`src/rtl/interface_hcsr04.sv`:
```
// HC-SR04 ranger: on medir, fires a TRIG_CYCLES trigger pulse, times the echo, reports rounded cm as 3 BCD digits.
// Latency: 2 clocks (preparacao + trigger start) to trigger, echo sync 2 clocks, result 2 clocks after echo fall.
// Backpressure: none; medir is only honoured in inicial/final, and the result is held with pronto until the next request.
module interface_hcsr04 #(
  parameter int CLK_HZ         = 50_000_000,
  parameter int TRIG_CYCLES    = 500,
  parameter int CM_CYCLES      = 2941,
  parameter int TIMEOUT_CYCLES = 1_500_000
) (
  input  logic        clock,
  input  logic        reset,
  input  logic        medir,
  input  logic        echo,
  output logic        trigger,
  output logic [11:0] medida,
  output logic        pronto,
  output logic        db_reset,
  output logic        db_medir,
  output logic [3:0]  db_estado
);

  localparam int TW = $clog2(TRIG_CYCLES + 1);
  localparam int CW = $clog2(CM_CYCLES + 1);
  localparam int OW = $clog2(TIMEOUT_CYCLES + 1);

  localparam logic [TW-1:0] TRIG_LAST = TW'(TRIG_CYCLES - 1);
  localparam logic [CW-1:0] CM_LAST   = CW'(CM_CYCLES - 1);
  localparam logic [CW-1:0] CM_HALF   = CW'(CM_CYCLES / 2);
  localparam logic [OW-1:0] TO_LAST   = OW'(TIMEOUT_CYCLES - 1);

  // The counting scheme needs a wrap point above 1 and non-empty trigger/timeout windows.
  if (CLK_HZ <= 0 || TRIG_CYCLES < 1 || CM_CYCLES < 2 || TIMEOUT_CYCLES < 1) begin : g_bad_params
    $error("interface_hcsr04: invalid parameter set");
  end

  typedef enum logic [3:0] {
    ST_INICIAL       = 4'd0,
    ST_PREPARACAO    = 4'd1,
    ST_ENVIA_TRIGGER = 4'd2,
    ST_ESPERA_ECHO   = 4'd3,
    ST_MEDINDO       = 4'd4,
    ST_ARMAZENA      = 4'd5,
    ST_FINAL         = 4'd6,
    ST_TIMEOUT       = 4'd7
  } state_t;

  state_t        state, state_next;
  logic          echo_meta, echo_sync;
  logic [TW-1:0] trig_cnt;
  logic [CW-1:0] cyc_cnt;
  logic [OW-1:0] to_cnt;
  logic [11:0]   bcd_cnt;

  // Saturating 3-digit BCD increment; 999 stays 999.
  function automatic logic [11:0] bcd_inc(input logic [11:0] v);
    logic [11:0] r;
    r = v;
    if (v == 12'h999) begin
      r = v;
    end else if (v[3:0] != 4'd9) begin
      r[3:0] = v[3:0] + 4'd1;
    end else begin
      r[3:0] = 4'd0;
      if (v[7:4] != 4'd9) begin
        r[7:4] = v[7:4] + 4'd1;
      end else begin
        r[7:4]  = 4'd0;
        r[11:8] = v[11:8] + 4'd1;
      end
    end
    return r;
  endfunction

  // Two-flop synchroniser for the asynchronous echo pin.
  always_ff @(posedge clock or negedge reset) begin
    if (!reset) begin
      echo_meta <= 1'b0;
      echo_sync <= 1'b0;
    end else begin
      echo_meta <= echo;
      echo_sync <= echo_meta;
    end
  end

  // State register.
  always_ff @(posedge clock or negedge reset) begin
    if (!reset) state <= ST_INICIAL;
    else        state <= state_next;
  end

  // Next-state decode and Moore outputs.
  always_comb begin
    state_next = state;
    trigger    = 1'b0;
    pronto     = 1'b0;
    case (state)
      ST_INICIAL:       if (medir) state_next = ST_PREPARACAO;
      ST_PREPARACAO:    state_next = ST_ENVIA_TRIGGER;
      ST_ENVIA_TRIGGER: begin
        trigger = 1'b1;
        if (trig_cnt == TRIG_LAST) state_next = ST_ESPERA_ECHO;
      end
      ST_ESPERA_ECHO: begin
        if (echo_sync)              state_next = ST_MEDINDO;
        else if (to_cnt == TO_LAST) state_next = ST_TIMEOUT;
      end
      ST_MEDINDO:       if (!echo_sync) state_next = ST_ARMAZENA;
      ST_ARMAZENA:      state_next = ST_FINAL;
      ST_TIMEOUT:       state_next = ST_FINAL;
      ST_FINAL: begin
        pronto = 1'b1;
        if (medir) state_next = ST_PREPARACAO;
      end
      default:          state_next = ST_INICIAL;
    endcase
  end

  // Counters and result register. The first echo-high clock is seen in espera_echo, so the
  // cycle counter is seeded with 1 there; the total echo width is bcd_cnt*CM_CYCLES + cyc_cnt.
  always_ff @(posedge clock or negedge reset) begin
    if (!reset) begin
      trig_cnt <= '0;
      cyc_cnt  <= '0;
      to_cnt   <= '0;
      bcd_cnt  <= 12'h000;
      medida   <= 12'h000;
    end else begin
      case (state)
        ST_PREPARACAO: begin
          trig_cnt <= '0;
          cyc_cnt  <= '0;
          to_cnt   <= '0;
          bcd_cnt  <= 12'h000;
        end
        ST_ENVIA_TRIGGER: trig_cnt <= trig_cnt + TW'(1);
        ST_ESPERA_ECHO: begin
          to_cnt <= to_cnt + OW'(1);
          if (echo_sync) cyc_cnt <= CW'(1);
        end
        ST_MEDINDO: begin
          if (echo_sync) begin
            if (cyc_cnt == CM_LAST) begin
              cyc_cnt <= '0;
              bcd_cnt <= bcd_inc(bcd_cnt);
            end else begin
              cyc_cnt <= cyc_cnt + CW'(1);
            end
          end else if (cyc_cnt >= CM_HALF) begin
            // Round to nearest centimetre on the falling edge.
            bcd_cnt <= bcd_inc(bcd_cnt);
          end
        end
        ST_ARMAZENA: medida <= bcd_cnt;
        ST_TIMEOUT:  medida <= 12'h000;
        default: ;
      endcase
    end
  end

  assign db_reset  = reset;
  assign db_medir  = medir;
  assign db_estado = state;

endmodule

```
`config.mk`:
```
export PLATFORM = sky130hd
export DESIGN_NAME = interface_hcsr04
export DESIGN_NICKNAME = d
export VERILOG_FILES = /design/src/rtl/interface_hcsr04.sv
export SDC_FILE = /design/constraint.sdc
export NUM_CORES = 1
export LEC_CHECK = 0
export BUFFER_PORTS_ARGS = -buffer_cell sky130_fd_sc_hd__buf_2
export CORE_MARGIN = 5
export CORE_UTILIZATION = 61
export CTS_CLUSTER_SIZE = 40
export DETAILED_ROUTE_END_ITERATION = 7
export GPL_TIMING_DRIVEN = 0
export PLACE_DENSITY = 0.8
export SYNTH_ARGS = -nofsm -noshare
export SYNTH_HDL_FRONTEND = slang
export SYNTH_SLANG_ARGS = --single-unit
```
`constraint.sdc`:
```
create_clock -name clock -period 2.6 [get_ports clock]
set_input_delay 0.13 -clock clock [delete_from_list [all_inputs] [get_ports clock]]
set_output_delay 0.13 -clock clock [all_outputs]
set_load 0.005 [all_outputs]
```
### Yosys cells after proc, flatten, opt, wreduce, memory -nomap -nowiden

Index checks and enable logic that the tools add are counted.
Widths: inputs -> output; s select.

| cells by class | value |
|---|---|
| add/subtract/negate cells | 6 |
| order comparisons | 1 |
| eq/ne operators | 21 |
| mux-type cells | 24 |
| reduce and logical (&&, ||, !) cells | 11 |

Operator list:

| cell | number |
|---|---|
| $mux 12 | 7 |
| $pmux 12 s2 | 2 |
| $pmux 21 s2 | 1 |
| $pmux 12 s3 | 1 |
| $mux 4 | 8 |
| $eq 12x12->1 const B | 2 |
| $pmux 4 s6 | 1 |
| $add 21x1->21 const B | 1 |
| $eq 21x21->1 const B | 1 |
| $pmux 9 s2 | 1 |
| $eq 4x3->1 const B | 4 |
| $add 12x1->12 const B | 1 |
| $add 4x1->4 const B | 3 |
| $ge 12x11->1 const B | 1 |
| $add 9x1->9 const B | 1 |
| $eq 9x9->1 const B | 1 |
| $ne 3x3->1 const B | 3 |
| $eq 4x2->1 const B | 2 |
| $mux 8 | 1 |
| $ne 2x2->1 const B | 4 |
| $ne 4x4->1 const B | 2 |
| $reduce_bool 2->1 | 4 |
| $reduce_and 3->1 | 2 |
| $eq 4x1->1 const B | 1 |
| 6 further kinds | 8 |

| storage, ports and cells | value |
|---|---|
| flip-flop bits (word level) | 72 |
| input port bits | 4 |
| output and inout bits | 20 |
| logic and storage cells | 71 |

### Logic depth before layout (Yosys ltp)

| logic depth | value |
|---|---|
| depth after elaboration | 7 |
| gate-level depth with buffers | 9 |
| gate-level depth less buffers | 7 |

### Worst setup path after synthesis

OpenSTA, ideal clock, no wires.

| path | value |
|---|---|
| kind | register to register |
| start point | reg cyc_cnt[0] |
| end point | reg bcd_cnt[5] |
| library setup time | 0.125 ns |
| arrival time | 2.030 ns |
| required time | 2.475 ns |
| slack | 0.445 ns |
| stages on the path, launching flop included | 10 |
| path buffers | 2 |
| period minus slack after synthesis | 2.155 ns |
| cells stage by stage | dfrtp_1 -> inv_1 -> ha_1 -> nand3b_1 -> o311ai_4 -> o21a_1 -> buf_6 -> and4_4 -> buf_6 -> mux2_4 |

| between the ends | value |
|---|---|
| word-level cells in the longest chain between the ends | 3 |
| elaborated cells on any way between the ends | 5 |
| classes of those cells | order compare: 1; eq/ne: 3; reduce/logical: 1 |

RTL lines:

| what | line | source |
|---|---|---|
| start, declared | 50 | `logic [CW-1:0] cyc_cnt;` |
| start signal, assigned | 146 | `cyc_cnt <= cyc_cnt + CW'(1);` |
| $ge 12x11->1 / $eq 12x12->1 (equally long branches) | 148, 142 |  |
| $ne 3x3->1 (no line) | -- |  |
| $reduce_and 3->1 (no line) * | -- |  |
| end signal, assigned | 144 | `bcd_cnt <= bcd_inc(bcd_cnt);` |
| end signal, assigned | 150 | `bcd_cnt <= bcd_inc(bcd_cnt);` |
| end, declared | 52 | `logic [11:0] bcd_cnt;` |

Mark *: on every way between the ends. The rest lies on a longest branch, timed or not.
A chain may end at the register's enable or synchronous reset.

### Final worst setup path

| path | value |
|---|---|
| start point | reg cyc_cnt[1] |
| end point | reg bcd_cnt[5] |

Same word-level chain as after synthesis.

==> results.yml <==
timing:
  rsz0062_at_grt: "false"
  fin_tns_setup_ns: 0
  max_freq_mhz: 420
  worst_slew_pin_slew_ns: 0.956
  min_period_ns: 2.38
  slew_headroom_pct: 35.7
  drv_slew: 0
  fin_skew_ns: 0.0129
  hold_viol: 0
  min_period_over_period_pct: 91.6
  setup_viol: 0
critical_path:
  cpLargestDelayFamily: "compound AO/OA/AOI/OAI gates"
  cp_cell_sequence: "inv_1, ha_1, nand3b_1, o311ai_4, o21a_1, buf_6, and4_4, buf_6, mux2_4"
  path_common_cell: "buf_6"
  critical_path_depth: 9
  crit_slowest_cell: "dfrtp_1"
  crit_type: "reg2reg"
  start_kind: "flip-flop"
  arrival_ns: 2.63
  reg2reg_slack_ns: 0.22
  cp-end-kind: "flip-flop"
  path_max_fanout: 10
  worst-r2r-cell-count: 9
  crit_buf_inv: 3
  max_stage_delay_ns: 0.48
  crit_required_ns: 2.84
min_path:
  min_path_cells: 4
  min_path_type: "in2reg"
yosys:
  synth_seq_cells: 71
  synthCells: 431
  ys_warn_count: 0
  synth_area_mm2: 0.00392
  syn_nets: 446
  synth_area_leaders: "dfrtp_1 (45%), o21ai_0 (6.4%), nand2_1 (5.7%), ha_1 (3.5%), nor2_1 (3.4%)"
  ys_types: 57
  avgSynthCellArea_um2: 9.10
  synth-main-ff-cell: "dfrtp_1"
  yosysSeqAreaShare_pct: 45.3
  synth_area_leader_cell: "dfrtp_1"
  synth-edff-count: 0
  synth_common_cells: "dfrtp_1 (71), nand2_1 (60), o21ai_0 (50)"
  yosysMostFrequentCell: "dfrtp_1"
  ys_async_sr_fraction_pct: 100
  yosysTopAreaCellShare_pct: 45.3
floorplan:
  rows: 29
  core-area_mm2: 0.00631
  fp.dieW_um: 90.2
  io_pins: 24
  fp.dieH_um: 90.2
  initial_core_util_pct: 62.1
  die_area_mm2: 0.00813
place:
  hpwl_um: 5820
  io_buffer_count: 22
  routabilityCongestion: 0.853
global_routing:
  antenna_found_initial: 0
  grt_max_degree: 73
  grt_overflow: 0
  grt_pass1_vias: 3253
  grt_pass1_wl_um: 15000
  gr-usage-all-layers_pct: 22.0
drt:
  final_antenna_net_count: 0
  drt_wl_total_um: 8710
  drt-initial-drc-count: 136
  route.vias.total: 3355
  wire_per_inst_um: 15.9
  viasPerCell: 6.12
  drc: 0
  drt-pass1-iter-count: 4
cts:
  clockBufferDepth: 2
  clock_latency_ns: 0.35
  cts_buffers: 9
  cts_tree: "built"
  path_clk_slew_ns: 0.08
  clock-sinks: 71
  post-cts-setup-buffer-count: 0
  root_buffer: "clkbuf_8"
  ctsHtreeMaxLevel: 3
power:
  p_per_area_mw_per_mm2: 529
  peakVddDrop_v: 0.000480
  power_mw: 2.34
  p_leak_nw: 1.98
finish:
  layout.nets: 481
  antenna_cells: 0
  syn2layout_area_growth_pct: 12.8
  drive_above_1_share_pct: 11.9
outcome:
  status: "finished clean"
flow_run:
  maxCapViolCount: 0
## path summary, 6_finish.rpt
check,end,start
max reg2reg,bcd_cnt[5],cyc_cnt[1]
max,bcd_cnt[5],cyc_cnt[1]
min,db_estado[1],medir
min in group asynchronous,to_cnt[6],reset
max in group asynchronous,trig_cnt[1],reset
min reg2reg,echo_sync,echo_meta
## worst min-delay path: stages
cell	delay, ns
buf_2	0.12
nand2_1	0.06
a21oi_1	0.13
a31oi_1	0.05
## cell families after synthesis
kind of cell / count (synthesis) / synth area share, %
buffers and inverters: 35 / 4.21
muxes: 11 / 3.00
other: 1 / 0.0957
and+or+nand+nor: 188 / 24.7
DFF: 71 / 45.3
xor gates and xnor gates: 9 / 2.01
AOI/OAI and AO/OA: 105 / 17.1
adders and majority gates: 11 / 3.51
## registers in the layout, summed over array words and instances (netlist names), named ones only
register,count
db_estado,2
medida,12
echo_sync,1
trig_cnt,9
bcd_cnt,12
to_cnt,21
echo_meta,1
cyc_cnt,12
## metal layers
metal / part of all wire (%) / track usage [%]
met1: 46 / 29.2
met3: 4.5 / 3.59
met4: 2.6 / 11.2
met2: 47 / 34.9
met5: 0 / 0
## cells in the final DEF (no fill, tap or decap), types with 7 or more instances in the layout
cell	n
xnor2_1	9
mux2i_1	8
a21oi_1	11
nor3_1	12
nor2_1	34
o21ai_0	50
clkbuf_8	10
buf_2	21
and3_1	13
inv_1	13
nor2b_1	7
o31ai_1	11
a31oi_1	10
dfrtp_1	71
nand4_1	9
nand2_1	60
nor4_1	8
nand3_1	18
clkbuf_1	14
ha_1	11
## power breakdown
group          internal, mW  total [mW]  switching, mW
sequential             1.10        1.11       0.000669
clock                 0.763        1.20          0.433
combinational        0.0104      0.0391         0.0288
## what timing repair did
action / in CTS / in global routing
hold buffers: 2 / 0
resized for setup: 0 / 1
setup endpoints to repair: 0 / 5
endpoints found under the hold margin: 72 / 0
## stage by stage
step	instances	worst slack (ns)	hold slack [ns]	util (%)	cell area [um^2]
global route	548	0.0629	0.213	70.0	4420
detailed placement	530	0.220	0.250	65.4	4130
finish	548	0.218	0.183	70.0	4420
global placement	530	0.265	0.238	65.4	4130
CTS	548	0.195	0.179	70.0	4420
floorplan	431	0.445	-0.166	-	3920
## cell type report
class,count,area (um^2)
multi-input combinational,325,1980
fill,497,1890
sequential,71,1780
clock buffer,11,141
timing repair buffer,24,133
clock inverter,5,129
buffer,21,113
tap,77,96.3
inverter,14,52.6
Note: power is estimated with default switching activity, not from simulation.
